`src/rtl/button_conditioner.sv`:
```
// Two-channel push-button front end: 2-FF synchroniser, debounce and
// hold-time lockout per channel. Registered level, press strobe and stuck
// flag per button.

module button_conditioner_ch #(
    parameter int DB_CYCLES  = 4,
    parameter int CNT_W      = 8,
    parameter int HOLD_LIMIT = 50000,
    parameter int HOLD_W     = 16
) (
    input  logic clk,
    input  logic rst,
    input  logic raw_i,
    output logic level_o,
    output logic press_o,
    output logic stuck_o
);
    typedef enum logic [2:0] {REL, PRESS_CHK, HELD, REL_CHK, STUCK} state_t;

    localparam logic [CNT_W-1:0]  DB_MAX   = CNT_W'(DB_CYCLES - 1);
    localparam logic [HOLD_W-1:0] HOLD_MAX = HOLD_W'((HOLD_LIMIT == 0) ? 0 : HOLD_LIMIT - 1);
    localparam bit                HOLD_EN  = (HOLD_LIMIT != 0);

    logic [1:0]        sync_q;
    logic              s;
    state_t            state_q, state_d;
    logic [CNT_W-1:0]  cnt_q, cnt_d;
    logic [HOLD_W-1:0] hold_q, hold_d;
    logic              level_q, level_d;
    logic              press_q, press_d;
    logic              stuck_q, stuck_d;

    assign s = sync_q[1];

    // Synchroniser, FSM state, counters and registered outputs
    always_ff @(posedge clk or negedge rst) begin
        if (!rst) begin
            sync_q  <= '0;
            state_q <= REL;
            cnt_q   <= '0;
            hold_q  <= '0;
            level_q <= 1'b0;
            press_q <= 1'b0;
            stuck_q <= 1'b0;
        end else begin
            sync_q  <= {sync_q[0], raw_i};
            state_q <= state_d;
            cnt_q   <= cnt_d;
            hold_q  <= hold_d;
            level_q <= level_d;
            press_q <= press_d;
            stuck_q <= stuck_d;
        end
    end

    // Next state: any contrary sample restarts the debounce check
    always_comb begin
        state_d = state_q;
        cnt_d   = cnt_q;
        hold_d  = hold_q;
        case (state_q)
            REL: begin
                if (s) begin
                    state_d = PRESS_CHK;
                    cnt_d   = CNT_W'(1);
                end
            end
            PRESS_CHK: begin
                if (!s) begin
                    state_d = REL;
                    cnt_d   = '0;
                end else if (cnt_q == DB_MAX) begin
                    state_d = HELD;
                    hold_d  = '0;
                end else begin
                    cnt_d = cnt_q + 1'b1;
                end
            end
            HELD: begin
                if (!s) begin
                    state_d = REL_CHK;
                    cnt_d   = CNT_W'(1);
                end else if (HOLD_EN && hold_q == HOLD_MAX) begin
                    state_d = STUCK;
                    cnt_d   = '0;
                end else if (HOLD_EN) begin
                    hold_d = hold_q + 1'b1;
                end
            end
            REL_CHK: begin
                // hold stays frozen; a bounce back to high keeps the elapsed allowance
                if (s) begin
                    state_d = HELD;
                end else if (cnt_q == DB_MAX) begin
                    state_d = REL;
                    cnt_d   = '0;
                end else begin
                    cnt_d = cnt_q + 1'b1;
                end
            end
            STUCK: begin
                if (s) begin
                    cnt_d = '0;
                end else if (cnt_q == DB_MAX) begin
                    state_d = REL;
                    cnt_d   = '0;
                end else begin
                    cnt_d = cnt_q + 1'b1;
                end
            end
            default: begin
                state_d = REL;
                cnt_d   = '0;
                hold_d  = '0;
            end
        endcase
    end

    // Outputs decoded from the next state so they land registered with it
    always_comb begin
        level_d = (state_d == HELD) || (state_d == REL_CHK);
        press_d = (state_q == PRESS_CHK) && (state_d == HELD);
        stuck_d = (state_d == STUCK);
    end

    assign level_o = level_q;
    assign press_o = press_q;
    assign stuck_o = stuck_q;
endmodule

module button_conditioner #(
    parameter int DB_CYCLES  = 4,
    parameter int CNT_W      = 8,
    parameter int HOLD_LIMIT = 50000,
    parameter int HOLD_W     = 16
) (
    input  logic clk,
    input  logic rst,
    input  logic pbl_raw,
    input  logic pbr_raw,
    output logic pbl,
    output logic pbr,
    output logic pbl_press,
    output logic pbr_press,
    output logic pbl_stuck,
    output logic pbr_stuck
);
    localparam int NUM_LANES = 2;   // lane 0 = left, lane 1 = right

    logic [NUM_LANES-1:0] raw, lvl, prs, stk;

    assign raw = {pbr_raw, pbl_raw};

    for (genvar g = 0; g < NUM_LANES; g++) begin : g_ch
        button_conditioner_ch #(
            .DB_CYCLES (DB_CYCLES),
            .CNT_W     (CNT_W),
            .HOLD_LIMIT(HOLD_LIMIT),
            .HOLD_W    (HOLD_W)
        ) u_ch (
            .clk    (clk),
            .rst    (rst),
            .raw_i  (raw[g]),
            .level_o(lvl[g]),
            .press_o(prs[g]),
            .stuck_o(stk[g])
        );
    end

    assign pbl       = lvl[0];
    assign pbr       = lvl[1];
    assign pbl_press = prs[0];
    assign pbr_press = prs[1];
    assign pbl_stuck = stk[0];
    assign pbr_stuck = stk[1];
endmodule

```
`config.mk`:
```
export PLATFORM = sky130hd
export DESIGN_NAME = button_conditioner
export DESIGN_NICKNAME = d
export VERILOG_FILES = /design/src/rtl/button_conditioner.sv
export SDC_FILE = /design/constraint.sdc
export NUM_CORES = 1
export LEC_CHECK = 0
export ABC_AREA = 0
export CORE_ASPECT_RATIO = 1.2
export CORE_MARGIN = 1
export CORE_UTILIZATION = 50
export DETAILED_ROUTE_END_ITERATION = 8
export PLACE_DENSITY_LB_ADDON = 0.2
export SLEW_MARGIN = 5
export SYNTH_ARGS = -nofsm -noshare
export SYNTH_HDL_FRONTEND = slang
export SYNTH_HIERARCHICAL = 1
export SYNTH_SLANG_ARGS = --single-unit
export TNS_END_PERCENT = 20
```
`constraint.sdc`:
```
create_clock -name clk -period 4.74 [get_ports clk]
set_input_delay 0.948 -clock clk [delete_from_list [all_inputs] [get_ports clk]]
set_output_delay 0.948 -clock clk [all_outputs]
set_load 0.02 [all_outputs]
```
==> results.md, run 1 <==
- The maximum number of pins on one net before global-route repair is 41.
- The measured slew at the worst slew-check pin is 0.878 ns.
- Static timing analysis puts the maximum clock frequency at 395 MHz.
- The floorplan has 33 rows.
- The number of instances in the synthesized netlist is 385.
- By area the synthesized netlist is led by sky130_fd_sc_hd__dfrtp_1 44%, sky130_fd_sc_hd__nand3_1 3.4%, sky130_fd_sc_hd__nand2_1 3.2%.
- The number of levels the H-tree was split into is 3.
- The final-report max-slew violation count is 0.
- The final standard cell utilization of the core is 0.573.
- The total number of nets in the final design is 402.
- The count of input and output buffers is 9.
- Detailed placement finished with a half-perimeter wire length of 5.00 mm.
- The horizontal extent of the die is 79.9 um.
- Dividing the detail-routed wire length by the instance count gives 14.9 um.
- The worst-case IR drop observed on VDD is 178 uV.
- Summing all flip-flop and latch instances after layout gives 0.00160 mm2.
- The critical path in this run is classified as reg2reg.
- The buffers inserted during post-CTS setup optimization is 0.
- Dividing the detail-routed via count by the number of cells gives 6.01.
- Setup repair after global routing left no endpoint under its margin.
- The clock transition time at the flip-flop clock pins of the worst setup and hold paths is 0.07 ns.
- Counting every sink on the clock net gives 64.
- In this run the tightest slew margin relative to its limit is 0.415.
- The minimum period implied by the final worst setup slack is 2.53 ns.
- The synthesized netlist occupies a cell area of 0.00364 mm2.
- The flow ran to the end, and the final reports show no timing, DRC or antenna violations.
- The most common library cell in the layout ignoring fill and taps is sky130_fd_sc_hd__dfrtp_1.
- The count of flip-flops with a built-in enable after synthesis is 0.
- The worst slack at placement is 2.25 ns.
- The synthesized flop and latch total is 64.
- The first global-routing pass estimated 12.8 mm of wire.
- Routability-driven placement finished with a final weighted congestion of 0.816.
- The worst setup margin is 2.21 ns.
- The TritonCTS clock tree is yes.
- In this run the worst path has a maximum fanout of 14.
- STA classifies the critical path startpoint as a flop.
- The multi-input combinational cells in the finished layout cover a total of 0.00189 mm2.
- After detailed routing, the number of remaining DRC violations is 0.
- Summed over all failing endpoints, the final setup total negative slack is 0 ns.
- The total of hold buffers inserted after clock tree synthesis is 0.
- Fill cells in the final layout number 617.
- The post-synthesis async set-or-reset flop share is 1.00.
- In the layout the commonest cells are 64 x sky130_fd_sc_hd__dfrtp_1, 31 x sky130_fd_sc_hd__nand2_1, 26 x sky130_fd_sc_hd__nor2_1, 25 x sky130_fd_sc_hd__nand3_1, 22 x sky130_fd_sc_hd__inv_1.
- Global routing finished with a remaining overflow of 0.
- The overall die area is 0.00763 mm2.
- The via count of the first global-routing pass is 2803.
- Summed over all cells, the static leakage comes to 0.00165 uW.
- The vertical die dimension is 95.5 um.
- Each instance of the synthesized netlist takes up on average 9.45 um2.
- The violation count after the first detailed-routing iteration is 205.
- The required time of the worst setup path is 4.96 ns.
- The Yosys step of the flow raised 6 warnings.
- Pin placement for this block handled 10 I/O pins.
- The clock buffer count from CTS is 9.
- The data arrival time of the critical path is 2.75 ns.
- The number of distinct library cells after synthesis is 65.
- Setup violations remaining at the end of the flow were counted as 0.
- The number of antenna violations at the first check in global routing came to 0.
- Compared with the post-synthesis result, the final layout area differs by 9.11%.
- The largest total area in the synthesized netlist belongs to sky130_fd_sc_hd__dfrtp_1.
- Clock skew on the completed layout was measured at 0.00895 ns.
- The maximum number of buffers from clock root to sink is 2.
- The total vias in the final route is 2921.
- The effective utilization at floorplan is 0.525.
- The repair_antennas step left the layout with diodes totalling 0.
- Summed over all layers, the routed wires come to 7.23 mm.
- In the final layout, the share of cells above drive strength 1 is 0.120.
- The post-synth net total is 393.
- The all-layer global routing usage is 0.218.
- In the finished design, the share of the clock period the worst path needs comes to 0.534.
- The first detailed-routing pass ran for 4 iterations.
- The class of the worst hold path is reg2reg.
- The max-capacitance violation count is 0.
- The clock latency on the worst-skew pair is 0.34 ns.
- The total power per unit cell area is 429 mW/mm2.
- The post-synthesis sequential area ratio is 0.440.
- The core region is 0.00694 mm2.
- The placed instances occupy a cell area of 0.00378 mm2.
- The area of all placed cells without fillers is 0.00397 mm2.
- The primary flip-flop cell chosen by synthesis mapping is sky130_fd_sc_hd__dfrtp_1.
- The share of the synthesized area in the top cell type is 0.440.
- After clock tree synthesis, the repair step resized 0 gates.
- The final antenna-violating net count is 0.
- The final count of hold timing violations came to 0.
- The worst setup path is captured at a flop.
- The CTS root buffer is sky130_fd_sc_hd__clkbuf_8.
## state kept, by name, summed over array words and instances (netlist names)
name	flops
g_ch.u_ch/hold_q	32
g_ch.u_ch/sync_q	4
g_ch.u_ch/stuck_o	2
g_ch.u_ch/cnt_q	16
g_ch.u_ch/level_o	2
g_ch.u_ch/state_q	6
g_ch.u_ch/press_o	2
## synth_stat cells (3+ instances only)
cell and n:
sky130_fd_sc_hd__xor2_1 12, sky130_fd_sc_hd__nor4b_1 3, sky130_fd_sc_hd__and4_1 7, sky130_fd_sc_hd__and3_1 9
sky130_fd_sc_hd__mux2_2 4, sky130_fd_sc_hd__o21a_1 3, sky130_fd_sc_hd__nor4b_2 3, sky130_fd_sc_hd__a31oi_1 8
sky130_fd_sc_hd__or4_1 5, sky130_fd_sc_hd__nand4_1 14, sky130_fd_sc_hd__o22ai_2 7, sky130_fd_sc_hd__nor4_1 4
sky130_fd_sc_hd__nor2b_1 3, sky130_fd_sc_hd__nand2b_1 5, sky130_fd_sc_hd__clkbuf_1 7, sky130_fd_sc_hd__ha_1 4
sky130_fd_sc_hd__nor3_1 15, sky130_fd_sc_hd__nand3_1 25, sky130_fd_sc_hd__and2_1 4, sky130_fd_sc_hd__inv_1 22
sky130_fd_sc_hd__nand2_1 31, sky130_fd_sc_hd__dfrtp_1 64, sky130_fd_sc_hd__xnor2_1 3, sky130_fd_sc_hd__a21boi_1 4
sky130_fd_sc_hd__nor2_1 26, sky130_fd_sc_hd__buf_2 4, sky130_fd_sc_hd__o21ai_0 20, sky130_fd_sc_hd__o31ai_1 4
sky130_fd_sc_hd__o22ai_1 7, sky130_fd_sc_hd__a21oi_1 20
## power by group
| part | internal, uW | switching, uW |
|---|---|---|
| combinational | 224 | 311 |
| sequential | 609 | 105 |
| clock | 240 | 213 |
| total | 1070 | 629 |
## kinds of logic after synthesis
logic type | count (synthesis) | share of synthesized area
AOI/OAI and AO/OA | 93 | 0.183
xor gates and xnor gates | 15 | 0.0361
adders and majority gates | 4 | 0.0138
buffers and inverters | 35 | 0.0395
DFF | 64 | 0.440
muxes | 6 | 0.0179
and+or+nand+nor | 168 | 0.270
## stage by stage
stage,power (uW),hold slack [ns],instances
5_1_grt,1840,0.367,486
3_5_place_dp,1250,0.335,470
6_report,1700,0.352,486
4_1_cts,1720,0.353,486
3_3_place_gp,1240,0.334,470
2_1_floorplan,1140,0.331,385
## per-layer routing
metal  share of wire  vias up  track usage
li1                -     1451            -
met4           0.016        0       0.0982
met3           0.030       10       0.0574
met2            0.46       59        0.330
met1            0.49     1401        0.293
met5               0        -            0
## path summary, 6_finish.rpt
kind / slack (ns) / cells after the start / to / startpoint
setup reg to reg: 2.21 / 6 / g_ch[0].u_ch/hold_q[1] / g_ch[0].u_ch/cnt_q[0]
max in group asynchronous: 3.17 / 2 / g_ch[1].u_ch/level_o / rst
setup / recovery: 2.21 / 6 / g_ch[0].u_ch/hold_q[1] / g_ch[0].u_ch/cnt_q[0]
hold reg to reg: 0.35 / 0 / g_ch[0].u_ch/sync_q[1] / g_ch[0].u_ch/sync_q[0]
min in group asynchronous: 0.72 / 1 / g_ch[1].u_ch/cnt_q[3] / rst
hold / removal: 0.35 / 0 / g_ch[0].u_ch/sync_q[1] / g_ch[0].u_ch/sync_q[0]
## area by class of cell
type                       instances  share of cell area
tap                               87              0.0274
sequential                        64               0.403
clock buffer                      10              0.0321
multi-input combinational        286               0.477
clock inverter                     6              0.0151
inverter                          23              0.0217
timing repair buffer              10              0.0233
## critical path, stage by stage, from the launching register on
cell and delay, ns:
sky130_fd_sc_hd__dfrtp_1 0.42, sky130_fd_sc_hd__ha_1 0.24, sky130_fd_sc_hd__or3b_2 0.52, sky130_fd_sc_hd__nor4_1 0.21
sky130_fd_sc_hd__o22a_1 0.51, sky130_fd_sc_hd__a21o_1 0.19, sky130_fd_sc_hd__mux2_2 0.33
(Power assumes the default switching activity.)
==> run 2, diff against run 1 <==
Clock period 4.74 ns to 2.3 ns, I/O delays scaled along.
==> results.md, run 2 (synthesized netlist as in run 1, its figures left out) <==
- The measured slew at the worst slew-check pin is 0.512 ns.
- After the last flow step, the layout net total stands at 414.
- In the global route stage, met1 resource usage came out at 0.283.
- In this run the static leakage power is 0.00174 uW.
- The multi-input gate area in the final layout is 0.00190 mm2.
- The worst setup path is captured at a flop.
- For this block, the initial DRC count from the detailed router was 209.
- Across every metal layer, demand over resource in global routing totals 0.224.
- The first TritonRoute pass finished after 4 iterations.
- For the worst-skew pair, the clock arrives at the later sink with an insertion delay of 0.34 ns.
- The overall die area is 0.00763 mm2.
- Setup repair after global routing left no endpoint under its margin.
- The clock transition time at the flip-flop clock pins of the worst setup and hold paths is 0.07 ns.
- The setup path with the least slack is of type reg2reg.
- In this run the power density over the cells is 919 mW/mm2.
- The via count of the first global-routing pass was 2842.
- The largest registers in the layout are g_ch.u_ch/hold_q (32), g_ch.u_ch/cnt_q (16), g_ch.u_ch/state_q (6).
- The count of boundary I/O pins is 10.
- In this run the clock root is driven by a sky130_fd_sc_hd__clkbuf_8.
- For this run the aggregate overflow at the end of global routing stands at 0.
- For this run, global-route usage on met2 was measured as 0.366.
- The final-report max-slew violation count came to 0.
- Buffers placed on the I/O ports in this run total 9.
- The number of levels the H-tree was split into is 3.
- The growth of design area from synthesis to finish is 13.4%.
- Dividing the detail-routed wire length by the instance count gives 15.1 um.
- Counting the fill cells in the layout gives 593.
- Routability-driven placement finished with a final weighted congestion of 0.862.
- The family with the most delay on the worst path is simple AND/OR/NAND/NOR gates.
- Clock tree synthesis inserted a total of 9 buffers.
- The total vias in the final route is 2984.
- The effective utilization at floorplan is 0.525.
- The minimum period implied by the final worst setup slack is 2.15 ns.
- The horizontal extent of the die is 79.9 um.
- The maximum number of pins on one net before global-route repair is 65.
- Walking the worst path, the cells encountered are ha_2 > or3b_2 > nor4_1 > o22a_1 > a21o_1 > mux2_2.
- The number of vias per cell after detailed routing is 5.99.
- The count of antenna diodes in the layout is 0.
- The register with the most flip-flops in the layout has 32 of them.
- The path class of the tightest hold or removal check is in2async.
- The data arrival time of the critical path is 2.37 ns.
- The residual DRC count is 0.
- The first global-routing pass estimated 13.2 mm of wire.
- The TritonCTS clock tree is yes.
- The flow ran to the end, and the final reports show no timing, DRC or antenna violations.
- The max-capacitance violation count is 0.
- Hold is met by 0.113 ns.
- The final count of hold timing violations is 0.
- Total power for the finished layout comes to 3800 uW.
- In the layout the commonest cells are 64 x sky130_fd_sc_hd__dfrtp_1, 31 x sky130_fd_sc_hd__nand2_1, 26 x sky130_fd_sc_hd__nor2_1, 25 x sky130_fd_sc_hd__nand3_1, 22 x sky130_fd_sc_hd__inv_1.
- The most utilized layer in the global route result is met2.
- The largest individual stage delay along the critical path comes from the cell sky130_fd_sc_hd__or3b_2.
- The most common library cell in the layout ignoring fill and taps is sky130_fd_sc_hd__dfrtp_1.
- The buffers plus inverters on the worst setup path is 0.
- The final setup TNS is 0 ns.
- The longest clock path from root to sink contains 2 buffers.
- In this run the tightest slew margin relative to its limit is 0.656.
- The maximum fanout along the worst path is 5.
- The achievable clock frequency is 466 MHz.
- The ratio of final minimum period to clock period is 0.934.
- The worst setup path is launched from a flop.
- More flip-flops sit in one register than any other, and that register is g_ch.u_ch/hold_q.
- The row count is 33.
- CTS saw 64 sinks.
- In the global route stage, met3 resource usage came out at 0.0498.
- The count of nets left with antenna violations once routing finished came out at 0.
- The clock skew is 0.0102 ns.
- At the worst endpoint, the required time is 2.52 ns.
- The number of endpoints failing setup at the final stage is 0.
- The total wire length after detailed routing is 7.50 mm.
- The floorplan core area is 0.00694 mm2.
- The worst ir drop on vdd is 554 uV.
- The vertical die dimension is 95.5 um.
- Of the cells placed in the final design, the portion with a size suffix greater than 1 is 0.151.
- The register area is 0.00160 mm2.
- The number of antenna violations at the first check in global routing is 0.
- The delay of the slowest cell on the worst path is 0.51 ns.
- The HPWL after detailed placement is 5.19 mm.
## run 2: cell types whose count changed in the layout (fill, tap and decap cells not counted)
cell                        previous run  this run
sky130_fd_sc_hd__clkbuf_8              9        12
sky130_fd_sc_hd__ha_1                  4         3
sky130_fd_sc_hd__clkinv_2              3         0
sky130_fd_sc_hd__buf_12                0         1
sky130_fd_sc_hd__clkbuf_1              1         0
sky130_fd_sc_hd__buf_4                 1        12
sky130_fd_sc_hd__bufinv_16             1         2
sky130_fd_sc_hd__ha_2                  0         1
## run 2: routing by layer
layer  wire (um)  up-vias  part of all wire
met5           0        -                 0
met4         114        0             0.015
met3         179       10             0.024
met2        3640       43              0.49
met1        3570     1457              0.48
li1            -     1474                 -
## run 2: final timing paths
check	start	endpoint	slack (ns)	cells after the start
max	g_ch[0].u_ch/cnt_q[0]	g_ch[0].u_ch/hold_q[0]	0.15	6
min	rst	g_ch[0].u_ch/hold_q[14]	0.11	2
max reg2reg	g_ch[0].u_ch/cnt_q[0]	g_ch[0].u_ch/hold_q[0]	0.15	6
min reg2reg	g_ch[1].u_ch/sync_q[0]	g_ch[1].u_ch/sync_q[1]	0.35	0
max in group asynchronous	rst	g_ch[0].u_ch/stuck_o	1.88	2
min in group clk	g_ch[1].u_ch/sync_q[0]	g_ch[1].u_ch/sync_q[1]	0.35	0
## run 2: final cells by class
type	instances	share of cell area
multi-input cells	286	0.459
flip-flops and latches	64	0.388
repair buffers	22	0.0473
clock buffers	12	0.0400
well taps	87	0.0264
inverters	23	0.0209
clock inverters	4	0.0182
## run 2: repair_timing
item                                    in CTS  in global routing
setup buffers                                0                  2
resized for setup                            0                  1
endpoints found under the setup margin       0                  3
hold buffers                                 0                  0
## run 2: metrics by stage
step | utilization | setup slack, ns | instance area [um2] | std cells
2_1_floorplan | - | 0.244 | 3640 | 385
3_3_place_gp | 0.558 | 0.220 | 3870 | 480
3_5_place_dp | 0.558 | 0.164 | 3870 | 480
4_1_cts | 0.593 | 0.150 | 4110 | 496
5_1_grt | 0.595 | 0.0139 | 4130 | 498
6_report | 0.595 | 0.152 | 4130 | 498
## run 2: power by group
part	total [uW]	internal [uW]	switching [uW]	leakage [uW]
Sequential	1450	1260	198	0.000865
Combinational	1200	526	672	0.000760
Clock	1140	699	444	0.000115
## run 2: worst register-to-register path, delay by kind of cell (launching register included)
kind | cells | cell delay, ns
DFF | 1 | 0.41
adders and majority gates | 1 | 0.23
and+or+nand+nor | 2 | 0.70
AOI/OAI and AO/OA | 2 | 0.35
muxes | 1 | 0.34
==> run 3, diff against run 2 <==
Settings changed: CTS_BUF_LIST set to sky130_fd_sc_hd__clkbuf_8, SKIP_CTS_REPAIR_TIMING set to 1.
==> results of run 3 <==
No change in the layout: final DEF, timing and power equal those of run 2.
